**src/rtl/mem_access_unit_pkg.sv**
```systemverilog
// Shared types and helpers for the memory access stage: FSM states,
// RISC-V funct3 width codes and the byte-mask / misalignment helpers.
package mem_access_unit_pkg;

    typedef enum logic [1:0] {
        ST_IDLE = 2'd0,
        ST_REQ  = 2'd1,
        ST_DONE = 2'd2
    } mem_state_t;

    localparam logic [2:0] F3_LB  = 3'b000;
    localparam logic [2:0] F3_LH  = 3'b001;
    localparam logic [2:0] F3_LW  = 3'b010;
    localparam logic [2:0] F3_LD  = 3'b011;
    localparam logic [2:0] F3_LBU = 3'b100;
    localparam logic [2:0] F3_LHU = 3'b101;
    localparam logic [2:0] F3_LWU = 3'b110;

    // Access size in bytes; doubleword collapses to word on 32-bit datapaths.
    function automatic logic [3:0] access_bytes(input logic [2:0] funct3, input logic is64);
        logic [3:0] bytes_v;
        case (funct3[1:0])
            2'b00:   bytes_v = 4'd1;
            2'b01:   bytes_v = 4'd2;
            2'b10:   bytes_v = 4'd4;
            2'b11:   bytes_v = is64 ? 4'd8 : 4'd4;
            default: bytes_v = 4'd4;
        endcase
        return bytes_v;
    endfunction

    function automatic logic [7:0] base_mask(input logic [2:0] funct3, input logic is64);
        logic [7:0] mask_v;
        case (access_bytes(funct3, is64))
            4'd1:    mask_v = 8'h01;
            4'd2:    mask_v = 8'h03;
            4'd4:    mask_v = 8'h0F;
            4'd8:    mask_v = 8'hFF;
            default: mask_v = 8'h0F;
        endcase
        return mask_v;
    endfunction

    function automatic logic is_misaligned(input logic [2:0] funct3, input logic [2:0] offs,
                                           input logic is64);
        logic mis_v;
        case (access_bytes(funct3, is64))
            4'd1:    mis_v = 1'b0;
            4'd2:    mis_v = offs[0];
            4'd4:    mis_v = |offs[1:0];
            4'd8:    mis_v = |offs;
            default: mis_v = 1'b0;
        endcase
        return mis_v;
    endfunction

endpackage

```
**src/rtl/mem_access_unit_load_extend.sv**
```systemverilog
// Load data formatter: moves the addressed bytes down to bit 0, then
// sign- or zero-extends them according to the funct3 width code.
module load_extend_unit
    import mem_access_unit_pkg::*;
#(
    parameter int XLEN   = 32,
    parameter int OFFS_W = $clog2(XLEN / 8)
) (
    input  logic [XLEN-1:0]   rdata,
    input  logic [OFFS_W-1:0] offset,
    input  logic [2:0]        funct3,
    output logic [XLEN-1:0]   result
);

    logic [XLEN-1:0] shifted_s;

    assign shifted_s = rdata >> {offset, 3'b000};

    // Width selection; on 32-bit builds ld and lwu degenerate to the full word.
    always_comb begin
        result = shifted_s;
        case (funct3)
            F3_LB:   result = XLEN'($signed(shifted_s[7:0]));
            F3_LH:   result = XLEN'($signed(shifted_s[15:0]));
            F3_LW:   result = XLEN'($signed(shifted_s[31:0]));
            F3_LD:   result = shifted_s;
            F3_LBU:  result = XLEN'(shifted_s[7:0]);
            F3_LHU:  result = XLEN'(shifted_s[15:0]);
            F3_LWU:  result = XLEN'(shifted_s[31:0]);
            default: result = shifted_s;
        endcase
    end

endmodule

```
**src/rtl/mem_access_unit.sv**
```systemverilog
// Pipeline memory stage: captures a load/store, drives the data cache until it
// responds and formats the result. MEM_MISALIGN_TRAP_EN turns misaligned accesses into traps.
module mem_access_unit
    import mem_access_unit_pkg::*;
#(
    parameter  int XLEN   = 32,
    localparam int LANES  = XLEN / 8,
    localparam int OFFS_W = $clog2(LANES)
) (
    input  logic              clk,
    input  logic              rst_n,
    input  logic              valid_in,
    input  logic              mem_read_in,
    input  logic              mem_write_in,
    input  logic [2:0]        funct3_in,
    input  logic [XLEN-1:0]   addr_in,
    input  logic [XLEN-1:0]   store_data_in,
    input  logic              pipe_stall,
    input  logic [XLEN-1:0]   dcache_rdata,
    input  logic              dcache_resp,
    output logic              dcache_read,
    output logic              dcache_write,
    output logic [XLEN-1:0]   dcache_addr,
    output logic [LANES-1:0]  dcache_wmask,
    output logic [XLEN-1:0]   dcache_wdata,
    output logic [XLEN-1:0]   load_data_out,
    output logic              mem_stall,
    output logic              misalign
);

    localparam logic IS64 = (XLEN == 64);

    mem_state_t        state_r;
    mem_state_t        state_next_s;
    logic              access_s;
    logic              trap_s;
    logic              mem_stall_s;
    logic [OFFS_W-1:0] offset_s;
    logic [2:0]        offs3_s;
    logic [LANES-1:0]  mask_s;
    logic [XLEN-1:0]   aligned_addr_s;
    logic [XLEN-1:0]   shifted_wdata_s;
    logic [XLEN-1:0]   load_ext_s;

    logic [XLEN-1:0]   addr_r;
    logic [XLEN-1:0]   wdata_r;
    logic [LANES-1:0]  wmask_r;
    logic [2:0]        funct3_r;
    logic [OFFS_W-1:0] offs_r;
    logic              read_r;
    logic              write_r;
    logic [XLEN-1:0]   load_data_r;

    assign access_s        = valid_in & (mem_read_in | mem_write_in);
    assign offset_s        = addr_in[OFFS_W-1:0];
    assign offs3_s         = 3'(offset_s);
    // Lanes shifted past the top of the cache word are simply dropped.
    assign mask_s          = LANES'({8'h00, base_mask(funct3_in, IS64)} << offs3_s);
    assign aligned_addr_s  = {addr_in[XLEN-1:OFFS_W], {OFFS_W{1'b0}}};
    assign shifted_wdata_s = store_data_in << {offset_s, 3'b000};

`ifdef MEM_MISALIGN_TRAP_EN
    assign trap_s = is_misaligned(funct3_in, offs3_s, IS64);
`else
    assign trap_s = 1'b0;
`endif

    load_extend_unit #(
        .XLEN   (XLEN),
        .OFFS_W (OFFS_W)
    ) u_load_extend (
        .rdata  (dcache_rdata),
        .offset (offs_r),
        .funct3 (funct3_r),
        .result (load_ext_s)
    );

    // FSM state register
    always_ff @(posedge clk or negedge rst_n) begin
        if (!rst_n) begin
            state_r <= ST_IDLE;
        end else begin
            state_r <= state_next_s;
        end
    end

    // Next-state decode and the stall request seen by the upstream stages
    always_comb begin
        state_next_s = state_r;
        mem_stall_s  = 1'b0;
        case (state_r)
            ST_IDLE: begin
                if (access_s) begin
                    mem_stall_s  = 1'b1;
                    state_next_s = trap_s ? ST_DONE : ST_REQ;
                end else begin
                    state_next_s = ST_IDLE;
                end
            end
            ST_REQ: begin
                mem_stall_s = 1'b1;
                if (dcache_resp) begin
                    state_next_s = ST_DONE;
                end else begin
                    state_next_s = ST_REQ;
                end
            end
            ST_DONE: begin
                if (pipe_stall) begin
                    state_next_s = ST_DONE;
                end else begin
                    state_next_s = ST_IDLE;
                end
            end
            default: begin
                state_next_s = ST_IDLE;
            end
        endcase
    end

    // Request capture, cache strobes and load result registers
    always_ff @(posedge clk or negedge rst_n) begin
        if (!rst_n) begin
            addr_r      <= {XLEN{1'b0}};
            wdata_r     <= {XLEN{1'b0}};
            wmask_r     <= {LANES{1'b0}};
            funct3_r    <= 3'b000;
            offs_r      <= {OFFS_W{1'b0}};
            read_r      <= 1'b0;
            write_r     <= 1'b0;
            load_data_r <= {XLEN{1'b0}};
        end else begin
            case (state_r)
                ST_IDLE: begin
                    if (access_s) begin
                        addr_r   <= aligned_addr_s;
                        funct3_r <= funct3_in;
                        offs_r   <= offset_s;
                        wdata_r  <= mem_write_in ? shifted_wdata_s : {XLEN{1'b0}};
                        wmask_r  <= mem_write_in ? mask_s : {LANES{1'b0}};
                        read_r   <= ~trap_s & ~mem_write_in;
                        write_r  <= ~trap_s & mem_write_in;
                        if (trap_s) begin
                            load_data_r <= {XLEN{1'b0}};
                        end
                    end
                end
                ST_REQ: begin
                    if (dcache_resp) begin
                        read_r  <= 1'b0;
                        write_r <= 1'b0;
                        if (read_r) begin
                            load_data_r <= load_ext_s;
                        end
                    end
                end
                default: begin
                end
            endcase
        end
    end

`ifdef MEM_MISALIGN_TRAP_EN
    logic misalign_r;

    // Trap flag is raised for the whole DONE residency of a trapped access
    always_ff @(posedge clk or negedge rst_n) begin
        if (!rst_n) begin
            misalign_r <= 1'b0;
        end else begin
            case (state_r)
                ST_IDLE: begin
                    if (access_s) begin
                        misalign_r <= trap_s;
                    end
                end
                ST_DONE: begin
                    if (!pipe_stall) begin
                        misalign_r <= 1'b0;
                    end
                end
                default: begin
                end
            endcase
        end
    end

    assign misalign = misalign_r;
`else
    assign misalign = 1'b0;
`endif

    assign dcache_read   = read_r;
    assign dcache_write  = write_r;
    assign dcache_addr   = addr_r;
    assign dcache_wmask  = wmask_r;
    assign dcache_wdata  = wdata_r;
    assign load_data_out = load_data_r;
    assign mem_stall     = mem_stall_s;

endmodule
```
**config.mk**
```make
export PLATFORM = sky130hd
export DESIGN_NAME = mem_access_unit
export DESIGN_NICKNAME = d
export VERILOG_FILES = /design/src/rtl/mem_access_unit_pkg.sv /design/src/rtl/mem_access_unit_load_extend.sv /design/src/rtl/mem_access_unit.sv
export SDC_FILE = /design/constraint.sdc
export NUM_CORES = 1
export LEC_CHECK = 0
export CORE_ASPECT_RATIO = 1.4
export CORE_MARGIN = 1.5
export CORE_UTILIZATION = 49
export CTS_BUF_LIST = sky130_fd_sc_hd__clkbuf_4 sky130_fd_sc_hd__clkbuf_8
export DETAILED_ROUTE_END_ITERATION = 16
export PLACE_DENSITY = 0.88
export SLEW_MARGIN = 0
export SYNTH_ARGS = -nofsm -noshare
export SYNTH_HDL_FRONTEND = slang
export SYNTH_HIERARCHICAL = 1
export SYNTH_SLANG_ARGS = --single-unit
export TNS_END_PERCENT = 5
```
**constraint.sdc**
```tcl
create_clock -name clk -period 3.98 [get_ports clk]
set_input_delay 0.398 -clock clk [delete_from_list [all_inputs] [get_ports clk]]
set_output_delay 0.398 -clock clk [all_outputs]
set_load 0.005 [all_outputs]
```
==> metrics.md, run 1 <==
| Metric | Value |
|---|---|
| Status | `finished, final reports clean` |
| Slowest CP cell | `o211ai_2` |
| DRC | `0` |
| Critical Path AT | `2.72 ns` |
| Max-cap violations | `0` |
| I/O Pins | `210` |
| Gate power share | `44.0%` |
| Routed Antenna Nets | `0` |
| Yosys top cell area share | `49.49%` |
| Port-buffer cells | `206` |
| Min Tclk post-route | `2.436 ns` |
| Wire length on met3 | `1.056 mm` |
| Synthesized area | `0.005410 mm2` |
| Gpl congestion | `0.8981` |
| Post-DP HPWL | `11.18 mm` |
| Htree depth | `3` |
| Mapped Avg Cell Area | `12.35 um2` |
| Pin count of the biggest net entering global routing | `59` |
| Total wire length | `14.86 mm` |
| Reg-to-Reg Start | `offs_r[0]` |
| DIE WIDTH | `91.81 um` |
| N_diodes | `0` |
| CORE AREA | `0.01081 mm2` |
| 1st-pass router iterations | `4` |
| Period utilization | `61.20%` |
| Vias/cell | `5.454` |
| Via count | `4249` |
| Top_reg_cell synth | `dfrtp_1` |
| DR top layer | `met4` |
| Rows | `45` |
| Reg clk slew, reported paths | `0.12 ns` |
| Final setup TNS | `0 ns` |
| Vias in the first global route | `4407` |
| CP required | `4.26 ns` |
| FF-to-FF End | `load_data_out[20]` |
| Fin util | `71.45%` |
| Worst path max stage delay | `0.55 ns` |
| Post-synth ARST share | `100.0%` |
| Internal Power | `2957 uW` |
| Worst reg-to-reg path cell count | `6` |
| Mapped Cells | `438` |
| CTS tree | `built` |
| Clk pwr share | `16.5%` |
| Crit-path most repeated cell | `mux2i_1` |
| R2r setup slk | `1.54 ns` |
| Max VDD drop | `0.2585 mV` |
| Mean routed wirelength per cell | `19.08 um` |
| Clock Tree Buf Depth | `2` |
| Worst clock skew | `0.01696 ns` |
| Synth cell types | `39` |
| Leakage | `0.003497 uW` |
| # setup viols final | `0` |
| CP top delay family | `compound AO/OA/AOI/OAI gates` |
| Initial antenna violation count | `0` |
| Die Y | `127.3 um` |
| Layout cells sized above 1 | `17.87%` |
| Initial core utilization | `50.05%` |
| Crit. Startpoint | `offs_r[0]` |
| Seq/Total Area, Yosys | `49.49%` |
| Synth top area cells | `dfrtp_1 (49%), mux2_2 (9.6%), mux2_4 (8.9%), mux2i_1 (8.5%), nand2_1 (2.4%)` |
| DRT iter0 DRCs | `167` |
| Routed wl met2 | `7.616 mm` |
| Worst-margin pin slew | `1.067 ns` |
| RSZ-0062 raised after global routing | `false` |
| Sequential share of power | `39.5%` |
| Critical setup path kind | `reg2reg` |
| Synth Register Bits | `107` |
| P_sw | `1371 uW` |
| Worst-path fanout max | `33` |
| CTS Buf Count | `9` |
| Slew HR | `28.65%` |
| Final #Nets | `739` |
| Worst skew pair latency | `0.38 ns` |
| Count of pins over their slew limit | `0` |
| WP buf/inv | `1` |
| Synthesis-to-finish area growth | `42.76%` |
| TritonCTS Sinks | `107` |
| Element type at the critical path end | `flip-flop` |
| Hold crit path type | `in2async` |
| Net Sw Frac | `31.69%` |
| Tot GR Track Use | `25.61%` |
| Crit start category | `flip-flop` |
| Met1 wire length | `5.592 mm` |
| Fillers | `778` |
| Cell taking the most area after synthesis | `dfrtp_1` |
| Critical-path cell list | `buf_4 -> mux2i_1 -> mux2i_1 -> o211ai_2 -> o21ai_0 -> mux2_2` |
| Global-route wire length before repair | `22.97 mm` |
| Synthesis warning total | `6` |
| Die area | `0.01169 mm2` |
| Total setup buffers inserted after CTS | `0` |
| Root buffer cell | `clkbuf_8` |
| Pwr Density | `560.4 mW/mm2` |
| Total congestion overflow | `0` |
| Hold slack | `0.5076 ns` |
| Fin. Hold Viols | `0` |
| Post-synth EDFFs | `0` |
| Max Clock Freq | `410.5 MHz` |
-- worst max-delay path by stage --
| stage | endpoint | slack (ns) | cells after the start |
|---|---|---|---|
| 2_1_floorplan | load_data_out[10] | 2.40 | 7 |
| 3_3_place_gp | dcache_addr[16] | 1.28 | 5 |
| 3_5_place_dp | dcache_addr[12] | 1.19 | 5 |
| 4_1_cts | load_data_out[20] | 1.57 | 6 |
| 5_1_grt | load_data_out[20] | 1.41 | 6 |
| 6_report | load_data_out[20] | 1.54 | 6 |
-- area by class of cell --
| class | instances | area [um2] | share of cell area (%) |
|---|---|---|---|
| tap | 141 | 176.4 | 2.284 |
| clock buffer | 9 | 123.9 | 1.604 |
| sequential | 107 | 2678 | 34.67 |
| inverter | 11 | 41.29 | 0.5346 |
| timing repair buffer | 215 | 2130 | 27.57 |
| multi-input combinational | 289 | 2484 | 32.16 |
| clock inverter | 7 | 91.34 | 1.183 |
-- power groups by stage --
stage	registers (uW)	clock network, uW	logic (uW)
after floorplan	1680	0	929
after global placement	1700	0	1870
after detailed placement	1720	0	1910
after CTS	1710	732	1920
after global routing	1760	783	2040
final	1710	715	1900
-- stage by stage --
stage | power (uW) | instances | setup WS [ns] | area (um2)
after floorplan | 2608 | 440 | 2.404 | 5418
after global placement | 3567 | 762 | 1.278 | 7498
after detailed placement | 3634 | 762 | 1.190 | 7498
after CTS | 4361 | 779 | 1.566 | 7724
after global routing | 4575 | 779 | 1.412 | 7724
final | 4328 | 779 | 1.544 | 7724
-- logic make-up after synthesis --
logic type	after synthesis	synth area share, %
mux	124	26.97
flops	107	49.49
simple gates	91	8.141
compound gates	71	10.50
buf+inv	44	4.833
other cells	1	0.06931
-- what timing repair did --
action	in CTS	in global routing
hold endpoints to repair	35	0
gates resized for setup	0	0
hold buffers	1	0
setup endpoints to repair	0	0
-- synthesized netlist by cell type, types with 9 or more instances --
| cell | n |
|---|---|
| a211o_1 | 9 |
| a211oi_1 | 14 |
| buf_2 | 11 |
| dfrtp_1 | 107 |
| inv_1 | 11 |
| mux2_2 | 46 |
| mux2_4 | 32 |
| mux2i_1 | 46 |
| nand2_1 | 35 |
| nor2_1 | 27 |
| nor2b_1 | 17 |
-- placed cells by master (no fill, tap or decap), drive strengths merged --
master	n
o2bb2ai	8
a311oi	1
nand2b	2
nand3b	2
nor2	27
nor3	1
clkinv	1
nand2	35
clkinvlp	1
or3	1
clkdlybuf4s50	205
a211oi	14
buf	9
o211ai	1
inv	15
a211o	9
mux2i	46
a32o	8
bufinv	1
a21boi	2
or2b	1
a22o	8
nor3b	1
o21a	1
and3	1
dlygate4sd3	1
nand3	1
a31o	1
o21ai	10
clkbuf	9
nor2b	17
dfrtp	107
conb	3
a21oi	8
nand4b	1
mux2	78
nor4b	1
-- state kept, by name, summed over array words and instances, names as in the netlist --
register and count:
offs_r 2, dcache_addr 30, dcache_read 1, load_data_out 32, funct3_r 3, dcache_wmask 4, dcache_wdata 32, dcache_write 1
state_r 2
-- routing by layer --
metal | vias up | GRT usage [%]
met5 | - | 0
met4 | 0 | 12.76
met3 | 41 | 5.238
met2 | 227 | 45.13
met1 | 2037 | 29.45
li1 | 1944 | -
No activity file was read; power rests on OpenSTA's default activity.
==> run 2, diff against run 1 <==
--- a/config.mk
+++ b/config.mk
@@ -7,10 +7,10 @@
 export LEC_CHECK = 0
 export CORE_ASPECT_RATIO = 1.4
 export CORE_MARGIN = 1.5
-export CORE_UTILIZATION = 49
+export CORE_UTILIZATION = 41
 export CTS_BUF_LIST = sky130_fd_sc_hd__clkbuf_4 sky130_fd_sc_hd__clkbuf_8
 export DETAILED_ROUTE_END_ITERATION = 16
-export PLACE_DENSITY = 0.88
+export PLACE_DENSITY = 0.79
 export SLEW_MARGIN = 0
 export SYNTH_ARGS = -nofsm -noshare
 export SYNTH_HDL_FRONTEND = slang
==> constraint.sdc (replaced) <==
create_clock -name clk -period 2 [get_ports clk]
set_input_delay 0.2 -clock clk [delete_from_list [all_inputs] [get_ports clk]]
set_output_delay 0.2 -clock clk [all_outputs]
set_load 0.005 [all_outputs]
==> run 2 against run 1 <==
Against the previous run: clock-buffer cell count increased by 1; critical path type unchanged; final area increased by 2.3%; first-iteration DRC count decreased by 22%; largest cell class unchanged; combinational power increased by 110%; hold slack got worse by 0.20 ns; register-to-register slack got worse by 1.4 ns.
==> metrics.md, run 2 (same netlist as run 1, synthesis figures left out) <==
| Metric | Value |
|---|---|
| Count of pins over their slew limit | `0 (unchanged)` |
| Fillers | `1043 (+34%)` |
| Fin. Hold Viols | `0 (unchanged)` |
| Critical setup path kind | `reg2reg` |
| Post-DP HPWL | `11.89 mm (+6.4%)` |
| Die Y | `138.9 um (+9.1%)` |
| P_sw | `2761 uW (+100%)` |
| Sequential share of power | `38.7% (-0.8 points)` |
| Die area | `0.01390 mm2 (+19%)` |
| Routed Antenna Nets | `0 (unchanged)` |
| Max-cap violations | `0 (unchanged)` |
| Worst path max stage delay | `0.49 ns (-0.06 ns)` |
| I/O Pins | `210 (unchanged)` |
| Gpl congestion | `0.8865 (-1.3%)` |
| Mean routed wirelength per cell | `19.17 um (+0.49%)` |
| Root buffer cell | `clkbuf_8` |
| Total setup buffers inserted after CTS | `0 (unchanged)` |
| Clk pwr share | `15.2% (-1.3 points)` |
| Tot GR Track Use | `22.55% (-3.1 points)` |
| Slew HR | `57.51% (+29 points)` |
| Net Sw Frac | `31.81% (+0.13 points)` |
| CTS Buf Count | `9 (unchanged)` |
| Post_cts resized | `0 (unchanged)` |
| Min Tclk post-route | `1.866 ns (-0.5702 ns)` |
| Design area | `0.007904 mm2 (+2.3%)` |
| Status | `finished, final reports clean` |
| CTS tree | `built` |
| Rows | `49 (+8.9%)` |
| Worst-margin pin slew | `0.6360 ns (-0.4309 ns)` |
| Vias/cell | `5.422 (-0.60%)` |
| Initial core utilization | `42.02% (-8.0 points)` |
| Critical-path cell list | `mux2i_1 -> mux2i_1 -> o211ai_2 -> buf_4 -> nand2_1 -> mux2_2` |
| Synthesis-to-finish area growth | `46.09%` |
| RSZ-0062 raised after global routing | `false` |
| Global-route wire length before repair | `24.36 mm (+6.0%)` |
| Total congestion overflow | `0 (unchanged)` |
| Crit-path most repeated cell | `mux2i_1` |
| Critical Path AT | `2.13 ns (-0.59 ns)` |
| Pin count of the biggest net entering global routing | `54 (-8.5%)` |
| Element type at the critical path end | `flip-flop` |
| FF+latch area | `0.002678 mm2 (unchanged)` |
| # setup viols final | `0 (unchanged)` |
| DRC | `0 (unchanged)` |
| CORE AREA | `0.01287 mm2 (+19%)` |
| Most common cell after layout, fill and taps aside | `clkdlybuf4s50_1` |
| Vias in the first global route | `4571 (+3.7%)` |
| Total wire length | `15.45 mm (+4.0%)` |
| Crit start category | `flip-flop` |
| Clock Tree Buf Depth | `2 (unchanged)` |
| DRT iter0 DRCs | `130 (-22%)` |
| Final setup TNS | `0 ns (unchanged)` |
| Initial antenna violation count | `0 (unchanged)` |
| Slowest CP cell | `dfrtp_1` |
| Period utilization | `93.28% (+32 points)` |
| Internal Power | `5918 uW (+100%)` |
| 1st-pass router iterations | `5 (+1)` |
| DIE WIDTH | `100.1 um (+9.0%)` |
| Port-buffer cells | `206 (unchanged)` |
| Worst-path fanout max | `8 (-76%)` |
| Max Clock Freq | `536.0 MHz (+31%)` |
| Max VDD drop | `0.3877 mV (+50%)` |
| Most frequent cells in the layout | `clkdlybuf4s50_1 (205), dfrtp_1 (107), mux2i_1 (46), mux2_2 (46), nand2_1 (35)` |
| TritonCTS Sinks | `107 (unchanged)` |
| Layout cells sized above 1 | `19.75% (+1.9 points)` |
| Worst skew pair latency | `0.37 ns (about the same)` |
| Final #Nets | `754 (+2.0%)` |
| Reg clk slew, reported paths | `0.11 ns (about the same)` |
| Via count | `4370 (+2.8%)` |
| Leakage | `0.003594 uW (+2.8%)` |
| N_diodes | `0 (unchanged)` |
| Hold crit path type | `in2async` |
| CP required | `2.27 ns (-1.99 ns)` |
| Gate power share | `46.1% (+2.1 points)` |
| Worst clock skew | `0.009322 ns (-0.007635 ns)` |
| Area of the multi-input gates | `0.002484 mm2 (unchanged)` |
| Post-Place Cell Area | `0.007701 mm2 (+2.7%)` |
| Htree depth | `3 (unchanged)` |
| Pwr Density | `1098 mW/mm2 (+96%)` |
==> run 2: per-stage QoR <==
| step | hold slack (ns) | total power (uW) | std cells | utilization [%] | setup WS (ns) |
|---|---|---|---|---|---|
| after global routing | 0.3342 | 9192 | 806 | 61.39 | 0.02940 |
| after global placement | 0.2043 | 7307 | 789 | 59.82 | 0.08686 |
| final | 0.3109 | 8680 | 806 | 61.39 | 0.1344 |
| after CTS | 0.3202 | 8757 | 806 | 61.39 | 0.1352 |
| after detailed placement | 0.2045 | 7411 | 789 | 59.82 | 0.04422 |
| after floorplan | -0.09559 | 5190 | 440 | - | 0.4242 |
==> run 2: critical path, delay by kind of cell, from the launching register on <==
family | cells | cell delay (ns)
mux | 3 | 0.68
flops | 1 | 0.49
compound gates | 1 | 0.32
buf+inv | 1 | 0.22
simple gates | 1 | 0.06
==> run 2: path summary, 6_finish.rpt <==
path | startpoint | to | cells past startpoint | slack [ns]
min reg2reg | dcache_wdata[24] | dcache_wdata[24] | 1 | 0.51
max in group asynchronous | rst_n | load_data_out[6] | 3 | 1.02
max | offs_r[0] | load_data_out[24] | 6 | 0.13
min in group clk | pipe_stall | state_r[1] | 3 | 0.40
max reg2reg | offs_r[0] | load_data_out[24] | 6 | 0.13
min | rst_n | load_data_out[12] | 2 | 0.31
==> run 2: power groups by stage <==
stage / sequential (uW) / clock [uW] / combinational [uW]
after floorplan: 3340 / 0 / 1850
after global placement: 3370 / 0 / 3940
after detailed placement: 3390 / 0 / 4020
after CTS: 3360 / 1370 / 4030
after global routing: 3440 / 1450 / 4300
final: 3360 / 1320 / 4000
==> run 2: timing repair <==
item,CTS,global route
hold buffers,1,0
setup endpoints to repair,0,0
endpoints found under the hold margin,34,0
==> run 2: layer usage <==
metal	vias to the layer above	part of all wire (%)	GRT usage (%)
met3	39	8.1	5.696
met1	2142	37	26.03
met5	-	0	0
met2	212	51	38.92
li1	1977	-	-
met4	0	3.7	10.16
==> run 2: final cells by class <==
| cell class | instances | share of cell area [%] |
|---|---|---|
| clock inverters | 6 | 0.6965 |
| clock buffers | 10 | 1.741 |
| repair buffers | 230 | 29.32 |
| multi-input cells | 289 | 31.42 |
| inverters | 11 | 0.5224 |
| well taps | 153 | 2.422 |
| flip-flops and latches | 107 | 33.88 |
